## config.mk

```make
export PLATFORM = sky130hd
export DESIGN_NAME = pipe_stall_ctl
export DESIGN_NICKNAME = d
export VERILOG_FILES = /design/src/rtl/pipe_stall_ctl.sv
export SDC_FILE = /design/constraint.sdc
export NUM_CORES = 1
export LEC_CHECK = 0
export CORE_UTILIZATION = 47
export CTS_BUF_LIST = sky130_fd_sc_hd__clkbuf_4 sky130_fd_sc_hd__clkbuf_8
export DETAILED_ROUTE_END_ITERATION = 10
export GPL_TIMING_DRIVEN = 0
export PLACE_DENSITY = 0.78
export SLEW_MARGIN = 20
export SYNTH_ARGS = -nofsm -noshare
export SYNTH_HDL_FRONTEND = slang
export SYNTH_SLANG_ARGS = --single-unit
```

## constraint.sdc

```tcl
create_clock -name clk -period 1.95 [get_ports clk]
set_input_delay 0.39 -clock clk [delete_from_list [all_inputs] [get_ports clk]]
set_output_delay 0.39 -clock clk [all_outputs]
set_load 0.02 [all_outputs]
```

## src/rtl/pipe_stall_ctl.sv

```systemverilog
// pipe_stall_ctl: stall/flush sequencer for the 5-stage pipeline, owning the MDU and dmem-timeout counters
module pipe_stall_ctl #(
   parameter int MUL_CYCLES  = 4,
   parameter int DIV_CYCLES  = 32,
   parameter int MEM_TIMEOUT = 64,
   parameter int CW          = 8
) (
   input  logic       clk,
   input  logic       clrn,
   input  logic       d_available,
   input  logic       imem_ready,
   input  logic       e_mdu_start,
   input  logic       e_mdu_div,
   input  logic       m_mem_req,
   input  logic       dmem_ready,
   input  logic       m_exc,
   output logic       f_en,
   output logic       fd_en,
   output logic       fd_flush,
   output logic       de_en,
   output logic       de_bubble,
   output logic       em_en,
   output logic       em_bubble,
   output logic       mw_en,
   output logic       mw_bubble,
   output logic       exc_flush,
   output logic       bus_err,
   output logic       mdu_busy,
   output logic       mdu_done,
   output logic [1:0] state
);
   typedef enum logic [1:0] {RUN = 2'd0, MDU = 2'd1, MEM = 2'd2, ERR = 2'd3} state_t;

   localparam logic [CW-1:0] MUL_LAST = CW'(MUL_CYCLES - 1);
   localparam logic [CW-1:0] DIV_LAST = CW'(DIV_CYCLES - 1);
   localparam logic [CW-1:0] MEM_LAST = CW'(MEM_TIMEOUT - 1);

   if (MUL_CYCLES < 1 || DIV_CYCLES < 1) begin : g_bad_mdu
      $error("MUL_CYCLES and DIV_CYCLES must be >= 1");
   end
   if (MEM_TIMEOUT < 2) begin : g_bad_timeout
      $error("MEM_TIMEOUT must be >= 2");
   end
   if (DIV_CYCLES > (1 << CW) - 1 || MUL_CYCLES > (1 << CW) - 1 || MEM_TIMEOUT > (1 << CW) - 1) begin : g_bad_cw
      $error("CW too narrow for cycle counts");
   end

   state_t        st_q, st_d;
   logic [CW-1:0] cnt_q, cnt_d;
   logic [CW-1:0] issue_cnt;
   logic          hold_e, mem_freeze, full_flush, df_rules;

   assign issue_cnt = e_mdu_div ? DIV_LAST : MUL_LAST;
   assign state     = st_q;

   // state and counter register, aborted immediately by reset
   always_ff @(posedge clk or negedge clrn) begin
      if (!clrn) begin
         st_q  <= RUN;
         cnt_q <= '0;
      end else begin
         st_q  <= st_d;
         cnt_q <= cnt_d;
      end
   end

   // next-state selection, then per-stage enable/bubble decode from the chosen action
   always_comb begin
      st_d       = st_q;
      cnt_d      = cnt_q;
      hold_e     = 1'b0;
      mem_freeze = 1'b0;
      full_flush = 1'b0;
      df_rules   = 1'b0;
      bus_err    = 1'b0;
      mdu_busy   = 1'b0;
      mdu_done   = 1'b0;
      case (st_q)
         RUN: begin
            if (m_exc) begin
               full_flush = 1'b1;
               cnt_d      = '0;
            end else if (m_mem_req && !dmem_ready) begin
               mem_freeze = 1'b1;
               st_d       = MEM;
               cnt_d      = CW'(1);
            end else if (e_mdu_start) begin
               mdu_busy = 1'b1;
               if (issue_cnt == '0) mdu_done = 1'b1;
               else begin
                  hold_e = 1'b1;
                  st_d   = MDU;
                  cnt_d  = issue_cnt - 1'b1;
               end
            end else df_rules = 1'b1;
         end
         MDU: begin
            mdu_busy = 1'b1;
            if (cnt_q != '0) begin
               hold_e = 1'b1;
               cnt_d  = cnt_q - 1'b1;
            end else begin
               mdu_done = 1'b1;
               df_rules = 1'b1;
               st_d     = RUN;
            end
         end
         MEM: begin
            cnt_d = (cnt_q == '1) ? cnt_q : cnt_q + 1'b1;
            if (dmem_ready) begin
               st_d  = RUN;
               cnt_d = '0;
            end else begin
               mem_freeze = 1'b1;
               if (cnt_q == MEM_LAST) begin
                  bus_err = 1'b1;
                  st_d    = ERR;
               end
            end
         end
         ERR: begin
            full_flush = 1'b1;
            st_d       = RUN;
            cnt_d      = '0;
         end
      endcase
      f_en      = 1'b1;
      fd_en     = 1'b1;
      de_en     = 1'b1;
      em_en     = 1'b1;
      mw_en     = 1'b1;
      fd_flush  = full_flush;
      de_bubble = full_flush;
      em_bubble = full_flush;
      mw_bubble = full_flush;
      exc_flush = full_flush;
      if (mem_freeze) begin
         f_en      = 1'b0;
         fd_en     = 1'b0;
         de_en     = 1'b0;
         em_en     = 1'b0;
         mw_bubble = 1'b1;
      end
      if (hold_e) begin
         f_en      = 1'b0;
         fd_en     = 1'b0;
         de_en     = 1'b0;
         em_bubble = 1'b1;
      end
      if (df_rules && !d_available) begin
         f_en      = 1'b0;
         fd_en     = 1'b0;
         de_bubble = 1'b1;
      end else if (df_rules && !imem_ready) begin
         f_en     = 1'b0;
         fd_flush = 1'b1;
      end
      if (!clrn) begin
         f_en      = 1'b0;
         fd_en     = 1'b0;
         de_en     = 1'b0;
         em_en     = 1'b0;
         mw_en     = 1'b0;
         fd_flush  = 1'b1;
         de_bubble = 1'b1;
         em_bubble = 1'b1;
         mw_bubble = 1'b1;
         exc_flush = 1'b0;
         bus_err   = 1'b0;
         mdu_busy  = 1'b0;
         mdu_done  = 1'b0;
      end
   end
endmodule

```

==> results of run 1 <==
-- stage by stage --
step	worst slack [ps]	area, sq um	hold slack (ps)	TNS (ps)
2_1_floorplan	-36.7	1250	94.4	-45.5
3_3_place_gp	-991	1520	587	-11230
3_5_place_dp	-1050	1520	590	-11840
4_1_cts	-340	1710	12.7	-2730
5_1_grt	-510	1980	22.7	-4470
6_report	-458	1980	-1.60	-3570
-- how the worst max path moves through the flow --
stage | to | slack [ps] | cells after the start
after detailed placement | em_bubble | -1050 | 4
after global routing | f_en | -510 | 7
final | f_en | -460 | 7
after global placement | em_bubble | -990 | 4
after CTS | fd_en | -340 | 7
after floorplan | fd_en | -40 | 6
-- Yosys cell counts, types with 3 or more instances --
cell	instances	area, sq um
dfrtp_1	10	250
nor2_1	11	41.3
nand3_1	3	15.0
inv_1	8	30.0
nor2b_1	3	18.8
nand2_1	11	41.3
ha_1	7	87.6
buf_6	3	33.8
xor2_1	3	26.3
o21ai_0	9	45.0
nand2b_1	4	25.0
or3_1	4	25.0
a21oi_1	13	65.1
mux2i_1	3	30.0
o21a_1	3	22.5
o211ai_1	3	22.5
-- cell families after synthesis --
| kind of cell | share of synthesized area [%] |
|---|---|
| simple gates | 25.6 |
| compound gates | 27.9 |
| buf+inv | 9.98 |
| flops | 22.2 |
| fa+ha+maj | 7.76 |
| xor+xnor | 3.88 |
| mux | 2.66 |
-- flip-flops by register name, indices dropped and copies added, names as in the netlist --
register and count:
state 2, cnt_q 8
-- worst max-delay path, cell delays in order (launching register included) --
cell     delay (ps)
dfrtp_1         400
buf_6           140
nor4_4          350
nand3_2         150
a22o_4          300
buf_6           120
nor3_4          120
buf_6           140
-- final cells by class --
cell class              instances  area, sq um
multi-input cells             116         1060
fillers                        96          258
repair buffers                 54          485
clock buffers                   4         36.3
plain buffers                   7         71.3
inverters                       8         35.0
well taps                      28         35.0
flip-flops and latches         10          256
-- routing by layer --
layer  GRT usage [%]  share of wire (%)  wire (um)
met1            37.4                 38       1890
met2            53.9                 47       2340
met3            7.14                9.4        468
met4            15.3                6.0        300
met5               0                  0          0
-- power breakdown --
part           switching [mW]  internal [mW]
combinational            1.53           1.40
sequential              0.129          0.303
clock                  0.0957          0.114
total                    1.75           1.82
-- what timing repair did --
item	4_1_cts	5_1_grt
setup endpoints to repair	18	18
resized for setup	95	30
setup buffers	10	20
gates cloned	0	1
pin swaps	8	15
==> results.yml, run 1 <==
grt:
  grt_overflow: 0
  grt_use_total_pct: 31.8
  grt_max_degree: 16
  antenna_found_initial: 0
  grt_pass1_vias: 1311
  grt_pass1_wl_um: 6130
cells_and_area:
  drive_gt1_share_pct: 51.3
  final_nets: 216
  final_common_cell: "buf_4"
  post-route-util_pct: 88.5
  instances_no_fill: 227
  most-common-layout-cells: "buf_4, buf_6, nand2_1"
  num_antenna_cells: 0
  syn_to_final_growth_pct: 75.1
floorplanning:
  die_x_um: 51
  rows: 17
  die-area_sq_um: 2600
  die_h_um: 51
  coreArea_sq_um: 2230
  ioPinCount: 24
  start_util_pct: 50.5
worst_hold_path:
  min_path_type: "in -> async"
sta:
  slew-limit-headroom_pct: 68.6
  fmax_mhz: 415
  period_share_pct: 123
  fin_crit_ps: 2410
  tightestPinTransition_ps: 469
  drv_slew: 0
  whs_ps: -1.60
  layout_setup_ws_ps: -458
  rsz0062_at_grt: "true"
  final.setup_skew_ps: 1.54
  setup_viol: 17
  hold_viol_final: 1
synth:
  avgSynthCellArea_sq_um: 7.89
  synthDistinctLibCells: 47
  ys_ff_latch: 10
  synthCells: 143
  syn_area_sq_um: 1130
  synth_ff_type: "dfrtp_1"
  yosysWarningCount: 0
  syn_nets: 159
  ys_seq_area_share_pct: 22.2
  synth_edf_count: 0
  async_reset_ff_share_pct: 100
clocking:
  h-tree-depth: 1
  clockBufferDepth: 2
  hold_buffers: 0
  cts_buffers: 3
  cts-root-buf: "clkbuf_4"
  numClockSinks: 10
  cts_tree: "done"
  clk_latency_ps: 290
  cts.clk_slew.worst_paths_ps: 80
drt:
  num_vias: 1525
  route.final.wire_length_um: 5000
  avgRoutedWirePerCell_um: 22.0
  drtPass1Iterations: 5
  ant_nets: 0
  drc_errors: 0
  via_per_inst: 6.72
  drt_iter0_markers: 112
power_and_ir_drop:
  ir_drop_mv: 1.43
  power_mw: 3.57
  power_density_nw_per_um2: 1810
  p_leak_nw: 0.813
placement:
  dp_hpwl_um: 2400
  dpl.cell_count: 194
  io_buffers: 23
  globalplace.congestion: 0.912
setup_path:
  rr_startpoint: "state[0]"
  r2r_slack_ps: -70
  arrival_ps: 2020
  rr_endpoint: "cnt_q[0]"
  end_kind: "output port"
  critical_path.max_fanout: 5
  required_ps: 1560
  crit_type: "reg -> out"
  cp-startpoint: "cnt_q[3]"
  r2r_cells: 8
  start_kind: "register"
status:
  failed_checks: "hold timing, setup timing"
  status: "finished with violations"
run:
  drv_cap: 0
Power figures use the tool's default switching activity.
==> run 2, diff against run 1 <==
--- a/config.mk
+++ b/config.mk
@@ -5,11 +5,12 @@
 export SDC_FILE = /design/constraint.sdc
 export NUM_CORES = 1
 export LEC_CHECK = 0
+export CORE_ASPECT_RATIO = 1.4
 export CORE_UTILIZATION = 47
 export CTS_BUF_LIST = sky130_fd_sc_hd__clkbuf_4 sky130_fd_sc_hd__clkbuf_8
 export DETAILED_ROUTE_END_ITERATION = 10
 export GPL_TIMING_DRIVEN = 0
-export PLACE_DENSITY = 0.78
+export PLACE_DENSITY = 0.88
 export SLEW_MARGIN = 20
 export SYNTH_ARGS = -nofsm -noshare
 export SYNTH_HDL_FRONTEND = slang
==> run 2 against run 1 <==
Effect of this change: worst hold slack gained 8.7 ps; highest routed layer unchanged; setup slack gained 84 ps; fmax up 3.6%; non-clock buffer count fell by 5; the flow finishes with violations (DRC, setup timing); critical path type unchanged; cell area down 3.6%; clock power is 3% lower; global-route usage up 3.6 points; combinational power down 6.8%; via count is 4.1% lower; die area rose by 0.12%; cell count shrank 4.8%; critical path depth is 1 lower.
==> results.yml, run 2 (synthesized netlist as in run 1, its figures left out) <==
sta:
  setup_viol: 16
  whs_ps: 7.12
  fin_crit_ps: 2320
  period_share_pct: 119
  tns_ps: -3150
  tightestPinTransition_ps: 461
  final.setup_skew_ps: 5.93
  fmax_mhz: 430
  rsz0062_at_grt: "true"
  layout_setup_ws_ps: -373
  hold_viol_final: 0
  slew-limit-headroom_pct: 69.3
  drv_slew: 0
clocking:
  cts_tree: "done"
  clk_latency_ps: 290
  cts-root-buf: "clkbuf_4"
  cts.clk_slew.worst_paths_ps: 80
  hold_buffers: 0
  clockBufferDepth: 2
  cts_buffers: 3
  numClockSinks: 10
  h-tree-depth: 1
cells_and_area:
  most-common-layout-cells: "buf_4, buf_6, nand2_1"
  final_common_cell: "buf_4"
  num_antenna_cells: 0
  top_register: "cnt_q"
  drive_gt1_share_pct: 49.5
  syn_to_final_growth_pct: 68.7
  final_cell_area_sq_um: 1900
  instances_no_fill: 216
  largest_reg_flops: 8
  final_nets: 211
floorplanning:
  rows: 20
  die_x_um: 43.4
  die_h_um: 60.0
  ioPinCount: 24
  start_util_pct: 50.7
  coreArea_sq_um: 2230
  die-area_sq_um: 2600
power_and_ir_drop:
  p_leak_nw: 0.789
  combinationalPowerShare_pct: 81.3
  intPower_mw: 1.73
  switching_power_mw: 1.63
  netSwitchingFraction_pct: 48.5
  power_density_nw_per_um2: 1760
  power_mw: 3.36
  seq_power_share_pct: 12.6
  clockPowerShare_pct: 6.1
  ir_drop_mv: 1.46
grt:
  grt_pass1_wl_um: 6720
  grt_overflow: 0
  grt_pass1_vias: 1439
  grt_max_degree: 16
  antenna_found_initial: 0
  grt_use_total_pct: 35.4
status:
  status: "finished with violations"
  failed_checks: "DRC, setup timing"
placement:
  dp_hpwl_um: 2470
  globalplace.congestion: 0.890
  io_buffers: 23
  placed_cell_area_sq_um: 1510
  dpl.cell_count: 188
run:
  drv_cap: 0
setup_path:
  rr_startpoint: "cnt_q[0]"
  max_stage_delay_ps: 400
  critical_path.max_fanout: 5
  crit_cells: 6
  arrival_ps: 1930
  r2r_cells: 9
  start_kind: "register"
  crit_type: "reg -> out"
  rr_endpoint: "state[1]"
  crit_chain: "buf_6, nor4_4, nand4_1, o21a_4, o21a_4, buf_6"
  cp-startpoint: "cnt_q[2]"
  r2r_slack_ps: -180
  crit_buf_inv: 2
  end_kind: "output port"
  cp_slowest_cell: "dfrtp_1"
  cp_top_family: "simple AND/OR/NAND/NOR gates"
  setup.worst_path.end: "fd_en"
  required_ps: 1560
drt:
  route.met3.wl_um: 363
  drc_errors: 2
  drt_iter0_markers: 78
  met2WireLength_um: 2370
  ant_nets: 0
  via_per_inst: 6.77
  route.final.wire_length_um: 4640
  met1Wirelength_um: 1650
  drtPass1Iterations: 7
  num_vias: 1462
  avgRoutedWirePerCell_um: 21.5
  route.top_layer_used: "met4"
worst_hold_path:
  min_path_type: "in -> async"
-- run 2: metrics by stage --
stage          util [%]  worst slack, ps
2_1_floorplan         -            -36.7
3_5_place_dp       67.9             -998
5_1_grt            85.5             -435
3_3_place_gp       67.9             -942
4_1_cts            80.3             -346
6_report           85.5             -373
-- run 2: final cells by class --
cell class,count,area [sq um]
Tap cell,22,27.5
Fill cell,96,323
Multi-Input combinational cell,116,1040
Clock buffer,4,36.3
Sequential cell,10,258
Inverter,8,35.0
Timing Repair Buffer,48,424
Buffer,8,85.1
-- run 2: timing repair --
| item | in CTS | in global routing |
|---|---|---|
| pin swaps | 14 | 10 |
| endpoints found under the hold margin | 0 | 0 |
| setup buffers | 19 | 7 |
| resized for setup | 101 | 21 |
| endpoints found under the setup margin | 16 | 18 |
-- run 2: how the worst min path moves through the flow --
stage	endpoint	cells after the start	slack, ps
floorplan	cnt_q[0]	0	90
global placement	cnt_q[6]	3	590
detailed placement	cnt_q[6]	3	610
CTS	cnt_q[2]	1	10
global route	cnt_q[2]	1	20
finish	cnt_q[3]	1	7
-- run 2: power by group through the flow --
stage               Combinational, mW  Sequential [mW]  Clock, mW
floorplan                        1.44            0.419          0
global placement                 1.89            0.423          0
detailed placement               1.96            0.428          0
CTS                              2.41            0.405      0.199
global route                     2.88            0.432      0.211
finish                           2.73            0.423      0.204
-- run 2: worst reg2reg max path, cell delays in order (launching register included) --
cell	delay, ps
dfrtp_2	390
buf_4	120
ha_4	150
nand3_4	120
nor4_4	300
buf_4	160
buf_4	90
a2bb2oi_1	360
a21oi_1	160
a2bb2oi_1	160
-- run 2: metal layers --
metal	vias up	GRT usage (%)
met2	101	64.9
li1	637	-
met1	688	39.7
met3	36	5.14
met4	0	16.1
met5	-	0
